==> src/rtl/lsu_pkg.sv <==
`default_nettype none
// +----------------------------------------------------------------------------+
// | Module : lsu_pkg                                                           |
// | Brief  : Shared types for the load/store unit: access size encoding, FSM   |
// |          state encoding and the request fault check.                       |
// | Rev    : 1.0  initial release                                              |
// +----------------------------------------------------------------------------+
package lsu_pkg;

  typedef enum logic [1:0] {
    BYTE    = 2'b00,
    HALF    = 2'b01,
    WORD    = 2'b10,
    ILLEGAL = 2'b11
  } size_e;

  typedef enum logic [2:0] {
    IDLE  = 3'd0,
    RD    = 3'd1,
    LOAD  = 3'd2,
    MERGE = 3'd3,
    WR    = 3'd4,
    ERR   = 3'd5
  } state_e;

  // True when the access cannot be performed: bad size code or an address
  // that is not naturally aligned for the access size.
  function automatic logic req_faults(input size_e size, input logic [1:0] lo);
    logic f;
    case (size)
      HALF:    f = lo[0];
      WORD:    f = (lo != 2'b00);
      ILLEGAL: f = 1'b1;
      default: f = 1'b0;
    endcase
    return f;
  endfunction

endpackage
`default_nettype wire

==> src/rtl/lsu_align.sv <==
`default_nettype none
// +----------------------------------------------------------------------------+
// | Module : lsu_align                                                         |
// | Brief  : Combinational lane logic. Builds the read-modify-write word for   |
// |          sub-word stores and extracts/extends the addressed lane of a      |
// |          load word.                                                        |
// | Ports  : size_i      access size                                          |
// |          unsigned_i  zero-extend loads when high                          |
// |          lane_i      byte offset within the word                          |
// |          wdata_i     right-aligned store data                             |
// |          rdata_i     memory word                                          |
// |          merged_o    rdata_i with the store lane replaced                 |
// |          extracted_o extended load result                                 |
// | Rev    : 1.0  initial release                                              |
// +----------------------------------------------------------------------------+
module lsu_align
  import lsu_pkg::*;
(
  input  size_e       size_i,
  input  logic        unsigned_i,
  input  logic [1:0]  lane_i,
  input  logic [31:0] wdata_i,
  input  logic [31:0] rdata_i,
  output logic [31:0] merged_o,
  output logic [31:0] extracted_o
);

  logic [7:0]  w_byte;
  logic [15:0] w_half;

  always_comb begin
    case (lane_i)
      2'd1:    w_byte = rdata_i[15:8];
      2'd2:    w_byte = rdata_i[23:16];
      2'd3:    w_byte = rdata_i[31:24];
      default: w_byte = rdata_i[7:0];
    endcase
    w_half = lane_i[1] ? rdata_i[31:16] : rdata_i[15:0];

    case (size_i)
      BYTE:    extracted_o = {{24{w_byte[7] & ~unsigned_i}}, w_byte};
      HALF:    extracted_o = {{16{w_half[15] & ~unsigned_i}}, w_half};
      default: extracted_o = rdata_i;
    endcase

    merged_o = rdata_i;
    case (size_i)
      BYTE: begin
        case (lane_i)
          2'd1:    merged_o[15:8]  = wdata_i[7:0];
          2'd2:    merged_o[23:16] = wdata_i[7:0];
          2'd3:    merged_o[31:24] = wdata_i[7:0];
          default: merged_o[7:0]   = wdata_i[7:0];
        endcase
      end
      HALF: begin
        if (lane_i[1]) merged_o[31:16] = wdata_i[15:0];
        else           merged_o[15:0]  = wdata_i[15:0];
      end
      default: merged_o = wdata_i;
    endcase
  end

endmodule
`default_nettype wire

==> src/rtl/lsu_ctrl.sv <==
`default_nettype none
// +----------------------------------------------------------------------------+
// | Module : lsu_ctrl                                                          |
// | Brief  : Load/store controller in front of a word-wide synchronous data    |
// |          memory. Word stores write directly; loads read then extract;      |
// |          sub-word stores read, merge the lane and write back.              |
// | Config : LSU_MISALIGN_CHECK_EN - when defined, misaligned and size-11       |
// |          requests complete through ERR with misalign set and no write.     |
// |          When undefined, size 11 acts as word and the low address bits     |
// |          are forced to the access alignment.                               |
// | Ports  : req_*   request channel (valid/ready handshake)                  |
// |          resp_*  one-cycle completion pulse, load data, misalign flag     |
// |          mem_*   data memory, word index addressing, 1-cycle read         |
// | Rev    : 1.0  initial release                                              |
// +----------------------------------------------------------------------------+
module lsu_ctrl
  import lsu_pkg::*;
#(
  parameter int N = 5
) (
  input  logic        clk,
  input  logic        rst,
  input  logic        req_valid,
  output logic        req_ready,
  input  logic        req_we,
  input  logic [1:0]  req_size,
  input  logic        req_unsigned,
  input  logic [31:0] req_addr,
  input  logic [31:0] req_wdata,
  output logic        resp_valid,
  output logic [31:0] resp_rdata,
  output logic        misalign,
  output logic        mem_we,
  output logic [N:0]  mem_addr,
  output logic [31:0] mem_wdata,
  input  logic [31:0] mem_rdata
);

  state_e       state_q, state_d;
  logic         we_q;
  size_e        size_q;
  logic         unsigned_q;
  logic [N+2:0] addr_q;
  logic [31:0]  wdata_q;
  logic         resp_valid_q;
  logic         mem_we_q;
  logic [N:0]   mem_addr_q;

  size_e        w_size_eff;
  logic [N+2:0] w_addr_eff;
  logic [N+2:0] w_addr_nx;
  logic         w_err;
  logic         w_accept;
  logic [31:0]  w_merged;
  logic [31:0]  w_extracted;

  // Address bits above the memory window are ignored (addresses wrap).
  logic w_unused_addr_hi;
  assign w_unused_addr_hi = ^req_addr[31:N+3];

`ifdef LSU_MISALIGN_CHECK_EN
  logic misalign_q;
  assign w_size_eff = size_e'(req_size);
  assign w_addr_eff = req_addr[N+2:0];
  assign w_err      = req_faults(size_e'(req_size), req_addr[1:0]);
  assign misalign   = misalign_q;
`else
  // No error path: coerce the request into a legal, aligned access.
  always_comb begin
    w_size_eff = size_e'(req_size);
    w_addr_eff = req_addr[N+2:0];
    case (size_e'(req_size))
      HALF: w_addr_eff[0] = 1'b0;
      WORD, ILLEGAL: begin
        w_size_eff      = WORD;
        w_addr_eff[1:0] = 2'b00;
      end
      default: ;
    endcase
  end
  assign w_err    = 1'b0;
  assign misalign = 1'b0;
`endif

  assign w_accept  = req_valid && (state_q == IDLE);
  // Address for the cycle being entered: fresh request on accept, else latched.
  assign w_addr_nx = w_accept ? w_addr_eff : addr_q;

  always_comb begin
    state_d = state_q;
    case (state_q)
      IDLE: begin
        if (req_valid) begin
          if (w_err)                            state_d = ERR;
          else if (req_we && w_size_eff == WORD) state_d = WR;
          else                                  state_d = RD;
        end
      end
      RD:      state_d = we_q ? MERGE : LOAD;
      default: state_d = IDLE;
    endcase
  end

  // Control outputs are registered from the next state so they line up
  // with the state they belong to.
  always_ff @(posedge clk) begin
    if (rst) begin
      state_q      <= IDLE;
      we_q         <= 1'b0;
      size_q       <= BYTE;
      unsigned_q   <= 1'b0;
      addr_q       <= '0;
      wdata_q      <= '0;
      resp_valid_q <= 1'b0;
      mem_we_q     <= 1'b0;
      mem_addr_q   <= '0;
`ifdef LSU_MISALIGN_CHECK_EN
      misalign_q   <= 1'b0;
`endif
    end else begin
      state_q <= state_d;
      if (w_accept) begin
        we_q       <= req_we;
        size_q     <= w_size_eff;
        unsigned_q <= req_unsigned;
        addr_q     <= w_addr_eff;
        wdata_q    <= req_wdata;
      end
      resp_valid_q <= (state_d == LOAD) || (state_d == MERGE) ||
                      (state_d == WR)   || (state_d == ERR);
      mem_we_q     <= (state_d == MERGE) || (state_d == WR);
      mem_addr_q   <= ((state_d == RD) || (state_d == MERGE) || (state_d == WR)) ?
                      w_addr_nx[N+2:2] : '0;
`ifdef LSU_MISALIGN_CHECK_EN
      misalign_q   <= (state_d == ERR);
`endif
    end
  end

  lsu_align u_align (
    .size_i      (size_q),
    .unsigned_i  (unsigned_q),
    .lane_i      (addr_q[1:0]),
    .wdata_i     (wdata_q),
    .rdata_i     (mem_rdata),
    .merged_o    (w_merged),
    .extracted_o (w_extracted)
  );

  assign req_ready  = (state_q == IDLE);
  assign resp_valid = resp_valid_q;
  assign mem_we     = mem_we_q;
  assign mem_addr   = mem_addr_q;

  // Data paths depend on mem_rdata, which only arrives in LOAD/MERGE.
  always_comb begin
    case (state_q)
      WR:      mem_wdata = wdata_q;
      MERGE:   mem_wdata = w_merged;
      default: mem_wdata = '0;
    endcase
  end
  assign resp_rdata = (state_q == LOAD) ? w_extracted : '0;

endmodule
`default_nettype wire

==> config.mk <==
export PLATFORM = sky130hd
export DESIGN_NAME = lsu_ctrl
export DESIGN_NICKNAME = d
export VERILOG_FILES = /design/src/rtl/lsu_pkg.sv /design/src/rtl/lsu_align.sv /design/src/rtl/lsu_ctrl.sv
export SDC_FILE = /design/constraint.sdc
export NUM_CORES = 1
export LEC_CHECK = 0
export ABC_AREA = 0
export BUFFER_PORTS_ARGS = -buffer_cell sky130_fd_sc_hd__buf_2
export CORE_ASPECT_RATIO = 1.5
export CORE_UTILIZATION = 35
export DETAILED_ROUTE_END_ITERATION = 16
export MAX_ROUTING_LAYER = met4
export SYNTH_ARGS = -nofsm -noshare
export SYNTH_HDL_FRONTEND = slang
export SYNTH_HIERARCHICAL = 1
export SYNTH_SLANG_ARGS = --single-unit
export TNS_END_PERCENT = 10
==> constraint.sdc <==
create_clock -name clk -period 4.2 [get_ports clk]
set_clock_uncertainty 0.05 [all_clocks]
set_input_delay 0.63 -clock clk [delete_from_list [all_inputs] [get_ports clk]]
set_output_delay 0.63 -clock clk [all_outputs]
set_load 0.02 [all_outputs]
==> metrics.md <==
| Metric | Value |
|---|---|
| Status | `complete, no violations` |
| Max-cap violations | `0` |
| Unique masters post-synth | `between 40 and 50` |
| CTS resizes | `0` |
| EDFF count, synth | `0` |
| Final hold vios | `0` |
| Finished Layout Cells | `~800` |
| Vias | `about 4500` |
| Die width | `95.1 microns` |
| Commonest non-fill, non-tap cells in the layout | `buf_2, nand2b_1, mux2i_1, dfxtp_1, nand2_1` |
| Die area | `13500 sq um` |
| CTS Buffer Depth | `2` |
| Cts hold-fix bufs | `0` |
| Clock share of power | `0.289` |
| Cell Rows | `50` |
| Reg clk slew, reported paths | `about 70 ps` |
| CP Class | `reg -> out` |
| Placer Congestion | `between 0.8 and 0.9` |
| Syn Area/Cell | `approximately 8.5 sq um` |
| Final WL | `14500 microns` |
| HPWL Detailed | `~11000 microns` |
| Final Critical Period | `3400 ps` |
| Initial antenna violation count | `0` |
| Vias in the first global route | `slightly above 4000` |
| Area fraction of the dominant cell type after synthesis | `0.242` |
| Switching share of total power | `0.319` |
| WP data arrival | `2720 ps` |
| Antenna diode instance count | `0` |
| Final instance area | `5500 sq um` |
| Fin crit share | `0.810` |
| Synth Flop Type | `dfxtp_1` |
| Share of layout cells above drive strength 1 | `0.308` |
| Worst-path maximum fanout | `16` |
| Relative slew slack | `0.467` |
| Gr busiest metal | `met2` |
| Seq/Total Area, Yosys | `0.242` |
| Power per cell area | `around 260 nW/um^2` |
| Nets | `about 760` |
| Setup total negative slack | `0 ps` |
| Layout area overhead | `20.9%` |
| Cts bufs inserted | `5` |
| Synth Register Bits | `55` |
| Total internal power | `around 970 uW` |
| Clk sink count | `between 50 and 60` |
| Hold Slack | `about 440 ps` |
| Via density | `around 5.5` |
| Slew of the pin with the lowest slew margin | `798 ps` |
| Mapped Cells | `537` |
| First-pass GRT wire length | `22000 microns` |
| Initial DRC Count | `approximately 220` |
| Syn Std Cell Area | `around 4600 sq um` |
| FF-to-FF setup slack | `2500 ps` |
| Number of max-slew violations in the final report | `0` |
| DRC | `0` |
| # IOs | `around 180` |
| Die H | `between 100 and 150 microns` |
| M2 GR Usage | `0.378` |
| M3 GR Usage | `0.0279` |
| Sequential Power Share | `0.427` |
| Static Leak | `between 2 and 3 nW` |
| Syn_nets | `640` |
| Met1 GRT Util | `0.249` |
| Combinational share of power | `0.284` |
| Worst Hold Class | `reg -> reg` |
| RSZ-0062 raised after global routing | `false` |
| F_max | `roughly 0.29 GHz` |
| IO Port Bufs | `~150` |
| Commonest non-fill, non-tap cell in the layout | `buf_2` |
| VDD IR max | `roughly 0.28 mV` |
| Routed WL per cell | `approximately 18 microns` |
| Worst setup SP type | `flop` |
| Fill cells | `between 1000 and 1500` |
| Setup crit end kind | `primary output` |
| CTS tree | `built` |
| Post-CTS Setup Inserts | `0` |
| Final setup viols | `0` |
| Placed instance area | `roughly 5400 sq um` |
| Yosys top cell by area | `dfxtp_1` |
| Placed insts | `roughly 800` |
| Total power draw | `between 1 and 1.5 mW` |
| ANT nets after route | `0` |
| WP data required | `about 3500 ps` |
| Area of the core | `12600 sq um` |
| Overflow after GRT | `0` |
| First-pass DRT Iterations | `6` |
| CTS root buffer | `clkbuf_16` |
| Net switching power | `453 uW` |
| Clock latency on the worst-skew pair | `just under 300 ps` |
| Largest net degree at the start of global routing | `53` |
| YS warnings | `6` |
| Initial Util | `0.362` |
| GRT Util Overall | `0.214` |
| Ys async rst share | `0` |
| H-tree levels | `2` |
| Synth top area cells | `dfxtp_1, mux2i_1, nand2b_1, a22o_1, and2_1` |
## power groups by stage
stage,clock network (mW),logic (mW),registers (mW)
after CTS,0.422,0.405,0.605
after global placement,0,0.396,0.615
after detailed placement,0,0.403,0.617
after floorplan,0,0.294,0.599
after global routing,0.445,0.441,0.611
final,0.410,0.404,0.606
## cells by family (layout without fill, tap and decap cells)
logic type	Yosys count	after routing	synth area share
DFF	55	55	0.242
muxes	102	102	0.228
AOI/OAI and AO/OA	94	94	0.179
and+or+nand+nor	225	225	0.285
other	1	1	0.000824
buffers and inverters	60	179	0.0640
## sequential cells by signal (all words and copies together) (netlist names)
signal,flops
wdata_q,32
addr_q,8
mem_addr,6
state_q,3
size_q,2
mem_we,1
resp_valid,1
unsigned_q,1
we_q,1
## cells in the mapped netlist (all sizes together) (2+ instances only)
cell    instances
o21ai           8
mux2i          87
or2             3
a21oi           2
clkbuf         32
dfxtp          55
buf            24
nand3          33
o221ai         16
a22o           32
or4b            3
nor3            3
o22ai           7
and3            7
nand2b         88
mux2           15
inv             4
a32o            7
a21o            2
nor2            7
a221o           8
a211o           7
or3b            3
nor3b           2
nand2          34
nor2b           3
and2           33
## stage by stage
stage	setup WS, ps	utilization
2_1_floorplan	1790	-
3_3_place_gp	1160	0.426
3_5_place_dp	1160	0.426
4_1_cts	837	0.438
5_1_grt	681	0.438
6_report	799	0.438
## path summary, 6_finish.rpt
kind                                       to   startpoint  depth (start not counted)
worst max-delay path            mem_wdata[10]    addr_q[1]                          6
worst min-delay path              wdata_q[26]  wdata_q[26]                          2
worst max register to register     wdata_q[2]   state_q[2]                          3
worst min register to register    wdata_q[26]  wdata_q[26]                          2
## routing by layer
metal  wire, microns  up-vias
li1                -     2177
met1            5910     2069
met5               0        -
met3             899       21
met2            7410      185
met4             263        0
## area by class of cell
cell class | instances | area (sq um) | share of cell area
repair buffers | 167 | 876 | 0.159
clock inverters | 2 | 12.5 | 0.00227
well taps | 156 | 195 | 0.0355
inverters | 4 | 15.0 | 0.00273
flip-flops and latches | 55 | 1100 | 0.200
clock buffers | 6 | 129 | 0.0234
multi-input cells | 422 | 3180 | 0.577
## worst max-delay path, cell delays in order, from the launching register on
cell and delay (ps):
dfxtp_1 790, buf_4 350, inv_1 100, a21oi_1 580
a221o_1 260, a22o_1 170, buf_2 180
Note: power is estimated with default switching activity, not from simulation.
